## config.mk

```make
export PLATFORM = sky130hd
export DESIGN_NAME = conv1_row_sequencer
export DESIGN_NICKNAME = d
export VERILOG_FILES = /design/src/rtl/conv1_row_sequencer.sv
export SDC_FILE = /design/constraint.sdc
export NUM_CORES = 1
export LEC_CHECK = 0
export ABC_AREA = 1
export CAP_MARGIN = 40
export CELL_PAD_IN_SITES_DETAIL_PLACEMENT = 0
export CELL_PAD_IN_SITES_GLOBAL_PLACEMENT = 2
export CORE_ASPECT_RATIO = 0.6
export CORE_MARGIN = 1
export CORE_UTILIZATION = 30
export DETAILED_ROUTE_END_ITERATION = 10
export GPL_TIMING_DRIVEN = 0
export PLACE_DENSITY = 0.86
export SLEW_MARGIN = 20
export SYNTH_ARGS = -nofsm -noshare
export SYNTH_HDL_FRONTEND = slang
export SYNTH_SLANG_ARGS = --single-unit
```

## constraint.sdc

```tcl
create_clock -name clk -period 4.2 [get_ports clk]
set_clock_uncertainty 0.15 [all_clocks]
set_input_delay 0.84 -clock clk [delete_from_list [all_inputs] [get_ports clk]]
set_output_delay 0.84 -clock clk [all_outputs]
set_load 0.01 [all_outputs]
```

## src/rtl/conv1_row_sequencer.sv

```systemverilog
// conv1_row_sequencer: walks every pooled row of every feature map in the
// interlayer buffer and streams the rows to conv layer 1 over a valid/ready
// handshake. A 2-entry skid FIFO absorbs the 1-cycle buffer read latency.
// Optional build macro CONV1_ZERO_PAD_EN: frames each feature with 2 zero rows
// above and 2 below. Pad rows use the same pipeline slot but never read the buffer.
`ifndef DATA_WIDTH
`define DATA_WIDTH 8
`endif

module conv1_row_sequencer #(
    parameter int INPUT_SIZE    = 12,
    parameter int TOTAL_FEATURE = 20,
    parameter int ADDR_WIDTH    = 12
) (
    input  logic                             clk,
    input  logic                             rst_n,
    input  logic                             start,
    output logic                             buf_rd,
    output logic [ADDR_WIDTH-1:0]            buf_addr,
    input  logic [INPUT_SIZE*`DATA_WIDTH-1:0] buf_data,
    output logic                             out_valid,
    input  logic                             out_ready,
    output logic [INPUT_SIZE*`DATA_WIDTH-1:0] out_data,
    output logic [4:0]                       out_feature,
    output logic [4:0]                       out_row,
    output logic                             out_last,
    output logic                             busy,
    output logic                             done
);

    localparam int DW = INPUT_SIZE * `DATA_WIDTH;
`ifdef CONV1_ZERO_PAD_EN
    localparam int ROWS = INPUT_SIZE + 4;
    localparam logic [4:0] PAD_TOP_END = 5'd2;
    localparam logic [4:0] PAD_BOT_BEG = 5'(INPUT_SIZE + 2);
`else
    localparam int ROWS = INPUT_SIZE;
`endif
    localparam logic [4:0] ROW_LAST  = 5'(ROWS - 1);
    localparam logic [4:0] FEAT_LAST = 5'(TOTAL_FEATURE - 1);

    typedef enum logic [1:0] {IDLE, READ, DRAIN, DONE} state_t;

    state_t                state_q, state_d;
    logic [4:0]            feat_q, feat_d;
    logic [4:0]            row_q, row_d;
    logic [ADDR_WIDTH-1:0] addr_q, addr_d;

    // One-deep in-flight slot: tags of the row whose data lands next cycle
    logic                  fly_q;
    logic [4:0]            fly_feat_q;
    logic [4:0]            fly_row_q;
    logic                  fly_last_q;
`ifdef CONV1_ZERO_PAD_EN
    logic                  fly_pad_q;
    logic                  is_pad;
`endif

    // 2-entry FIFO storage
    logic [DW-1:0]         fdata_q [2];
    logic [4:0]            ffeat_q [2];
    logic [4:0]            frow_q  [2];
    logic                  flast_q [2];
    logic                  wptr_q, rptr_q;
    logic [1:0]            cnt_q;

    logic                  pop;
    logic                  issue;
    logic                  last_issue;
    logic [2:0]            used;

    assign pop        = out_valid && out_ready;
    assign last_issue = (feat_q == FEAT_LAST) && (row_q == ROW_LAST);
    // Room is judged after this cycle's departure so a full-rate stream never bubbles
    assign used       = {1'b0, cnt_q} + {2'b00, fly_q} - {2'b00, pop};
    assign issue      = (state_q == READ) && (used < 3'd2);

`ifdef CONV1_ZERO_PAD_EN
    assign is_pad = (row_q < PAD_TOP_END) || (row_q >= PAD_BOT_BEG);
    assign buf_rd = issue && !is_pad;
`else
    assign buf_rd = issue;
`endif
    assign buf_addr = addr_q;

    assign out_valid   = (cnt_q != 2'd0);
    assign out_data    = fdata_q[rptr_q];
    assign out_feature = ffeat_q[rptr_q];
    assign out_row     = frow_q[rptr_q];
    assign out_last    = flast_q[rptr_q];
    assign busy        = (state_q == READ) || (state_q == DRAIN);
    assign done        = (state_q == DONE);

    // Next-state and row/feature/address counter sequencing
    always_comb begin
        state_d = state_q;
        feat_d  = feat_q;
        row_d   = row_q;
        addr_d  = addr_q;
        case (state_q)
            IDLE: begin
                if (start) begin
                    state_d = READ;
                    feat_d  = 5'd0;
                    row_d   = 5'd0;
                    addr_d  = '0;
                end
            end
            READ: begin
                if (issue) begin
                    if (buf_rd) addr_d = addr_q + 1'b1;
                    if (last_issue) begin
                        state_d = DRAIN;
                    end else if (row_q == ROW_LAST) begin
                        row_d  = 5'd0;
                        feat_d = feat_q + 5'd1;
                    end else begin
                        row_d = row_q + 5'd1;
                    end
                end
            end
            DRAIN: begin
                if (pop && out_last) state_d = DONE;
            end
            DONE: begin
                state_d = IDLE;
            end
            default: state_d = IDLE;
        endcase
    end

    // State, counters and in-flight tag register
    always_ff @(posedge clk) begin
        if (!rst_n) begin
            state_q    <= IDLE;
            feat_q     <= 5'd0;
            row_q      <= 5'd0;
            addr_q     <= '0;
            fly_q      <= 1'b0;
            fly_feat_q <= 5'd0;
            fly_row_q  <= 5'd0;
            fly_last_q <= 1'b0;
`ifdef CONV1_ZERO_PAD_EN
            fly_pad_q  <= 1'b0;
`endif
        end else begin
            state_q <= state_d;
            feat_q  <= feat_d;
            row_q   <= row_d;
            addr_q  <= addr_d;
            fly_q   <= issue;
            if (issue) begin
                fly_feat_q <= feat_q;
                fly_row_q  <= row_q;
                fly_last_q <= last_issue;
`ifdef CONV1_ZERO_PAD_EN
                fly_pad_q  <= is_pad;
`endif
            end
        end
    end

    // FIFO: landing row written at wptr, head popped on handshake
    always_ff @(posedge clk) begin
        if (!rst_n) begin
            for (int i = 0; i < 2; i++) begin
                fdata_q[i] <= '0;
                ffeat_q[i] <= 5'd0;
                frow_q[i]  <= 5'd0;
                flast_q[i] <= 1'b0;
            end
            wptr_q <= 1'b0;
            rptr_q <= 1'b0;
            cnt_q  <= 2'd0;
        end else begin
            if (fly_q) begin
`ifdef CONV1_ZERO_PAD_EN
                fdata_q[wptr_q] <= fly_pad_q ? '0 : buf_data;
`else
                fdata_q[wptr_q] <= buf_data;
`endif
                ffeat_q[wptr_q] <= fly_feat_q;
                frow_q[wptr_q]  <= fly_row_q;
                flast_q[wptr_q] <= fly_last_q;
                wptr_q          <= ~wptr_q;
            end
            if (pop) rptr_q <= ~rptr_q;
            cnt_q <= cnt_q + {1'b0, fly_q} - {1'b0, pop};
        end
    end

endmodule

```

==> out/results.txt <==
CORE AREA -> 36490 µm²
H-tree Lvls -> 1
Comb pwr share -> 30.9%
Layout Cells excl Fill -> 1746
most common cell after layout, fill and taps aside -> nor2_1
Post-synth ARST share -> 0%
# rows -> 54
fin crit period -> 4052 ps
Syn Inst Count -> 996
r2r setup slk -> 1470 ps
CTS tree -> yes
routed vias/inst -> 4.356
Hold Crit Depth -> 1
n_diodes -> 0
CP Launch Type -> input pin
fin crit share -> 96.47%
LEAKAGE -> 0.006023 µW
Max Cap Viol -> 0
RSZ-0062 raised after global routing -> false
kind of critical path -> in2out
Chip Width -> 250.9 µm
CP top delay family -> buffers and inverters
Distinct cells, synth -> 35
placed cell count -> 1697
Highest Clock Rate -> 246.8 MHz
GPL Wtd Cong -> 0.8036
PD cells -> 527.6 nW/µm²
Syn-to-layout area delta -> 33.82%
GRT Util Overall -> 14.51%
post-synthesis sequential area ratio -> 64.80%
WP data arrival -> 3060 ps
Ports -> 223
routed wire length -> 27840 µm
clk slew on worst S/H paths -> 60 ps
Max Slew Vio Count -> 0
final net count -> 1361
remaining global-route overflow -> 0
Port-buffer cells -> 222
final setup fails -> 0
path depth of the worst reg2reg path -> 6
CTS root buffer -> clkbuf_16
first-pass GRT wire length -> 42070 µm
Max VDD drop -> 0.2522 mV
RR Startpoint -> fly_q
Fin. Hold Viols -> 0
# DRC -> 0
worst-path maximum fanout -> 5
CP most frequent cell -> inv_1
Yosys Warn Count -> 0
antenna violations before repair -> 0
Critical Path Max Stage Delay -> 460 ps
Max-slew headroom -> 56.57%
Pint -> 5539 µW
Sequential Power Share -> 40.0%
routed length per placed instance -> 15.95 µm
Avg Cell Area, Syn -> 11.20 µm²
crit end category -> output port
required time worst endpoint -> 3210 ps
Detailed Place HPWL -> 19270 µm
Vias -> 7606
Synth Cell Area -> 11150 µm²
Sink Count -> 255
DIE AREA -> 37980 µm²
Clock power frac -> 29.1%
CP Depth -> 12
number of buffers created by CTS -> 26
EDFF count, synth -> 212
#FFs+latches synth -> 255
vias in the first global route -> 7425
largest net degree at the start of global routing -> 65
initial cell density of the core -> 30.57%
worst-skew pair later-pin latency -> 540 ps
CTS max path bufs -> 3
syn_nets -> 1107
worst slew pin tran -> 651.5 ps
most frequent cells in the layout -> nor2_1 (256), clkdlybuf4s50_1 (221), edfxtp_1 (212)
Synth Flop Type -> edfxtp_1
CP cell instances -> clkdlybuf4s50_1 > o21a_1 > ha_1 > inv_1 > ha_1 > fa_1 > inv_1 > nand3_2 > inv_1 > nand2_2 > inv_1 > clkdlybuf4s15_1
r2r endpoint -> fdata_q[1][1]
Die Y -> 151.4 µm
Post-Route Setup TNS -> 0 ps
DRT iter0 DRCs -> 438
layout cells sized above 1 -> 14.80%
status -> finished, final reports clean
Switching Fraction -> 29.66%
DRT Pass-1 Iters -> 5
Hold Crit Start -> rptr_q
remaining antenna violation count after routing -> 0
slowest stage cell on the critical path -> fa_1
CP Buf/Inv Count -> 6
Worst Hold Class -> reg2reg
net switching power -> 2335 µW
state kept, by name, indices dropped and copies added (netlist names), named ones only:
register,cells
cnt_q,2
fly_feat_q,5
fly_row_q,5
state_q,2
wptr_q,1
row_q,5
rptr_q,1
frow_q,10
fly_last_q,1
flast_q,2
feat_q,5
fly_q,1
fdata_q,192
buf_addr,12
ffeat_q,10
stage by stage:
stage	total power, µW	hold WS, ps	setup slack [ps]	cell area, µm²	util [%]
after global placement	5651	286.5	-2621	13970	38.30
after CTS	7990	299.0	21.02	14920	40.88
after global routing	8316	325.6	25.98	14930	40.91
after floorplan	4526	275.8	58.26	11160	-
after detailed placement	5656	292.3	-304.5	14070	38.56
final	7874	304.4	148.2	14930	40.91
final cells by class:
class	count	area, µm²
Buffer	45	230.2
Clock buffer	34	701.9
Clock inverter	14	138.9
Fill cell	3531	21560
Inverter	152	570.5
Multi-Input combinational cell	544	3157
Sequential cell	255	7227
Tap cell	476	595.6
Timing Repair Buffer	226	2305
power by group through the flow:
stage	registers [µW]	clock network [µW]	logic, µW
2_1_floorplan	3200	0	1330
3_3_place_gp	3230	0	2420
3_5_place_dp	3210	0	2450
4_1_cts	3150	2370	2460
5_1_grt	3180	2460	2670
6_report	3150	2290	2430
how the worst max path moves through the flow:
stage	endpoint	from	slack, ps
2_1_floorplan	fdata_q[0][0]	rst_n	60
3_3_place_gp	fdata_q[0][20]	rst_n	-2620
3_5_place_dp	buf_rd	out_ready	-300
4_1_cts	buf_rd	out_ready	20
5_1_grt	buf_rd	out_ready	30
6_report	buf_rd	out_ready	150
what timing repair did:
item                                    4_1_cts  5_1_grt
resized for setup                             1        3
hold buffers                                  0        0
setup buffers                                 1        0
endpoints found under the setup margin        1        1
metal layers:
metal  global-route usage (%)  part of all wire, %  up-vias
li1                         -                    -     3770
met1                    21.27                   48     3618
met2                    22.03                   44      189
met3                    2.921                  6.0       29
met4                    3.201                  1.7        0
met5                        0                    0        -
cells in the mapped netlist (4+ instances only):
cell type	number	area (µm²)
dfxtp_1	43	860.8
nor2_1	256	960.9
clkbuf_1	16	60.06
nand3_1	23	115.1
ha_1	10	125.1
a21oi_1	25	125.1
buf_4	7	52.55
buf_1	4	15.01
buf_2	15	75.07
mux2_2	106	1194
nand4_1	5	31.28
edfxtp_1	212	6366
nand2_1	73	274.0
o21ai_0	22	110.1
inv_1	150	563.0
kinds of logic after synthesis:
logic type      share of synthesized area, %
simple gates                           13.09
flops                                  64.80
buf+inv                                7.180
mux                                    10.70
compound gates                         2.614
fa+ha+maj                              1.301
xor+xnor                              0.3142
Power figures use the tool's default switching activity.
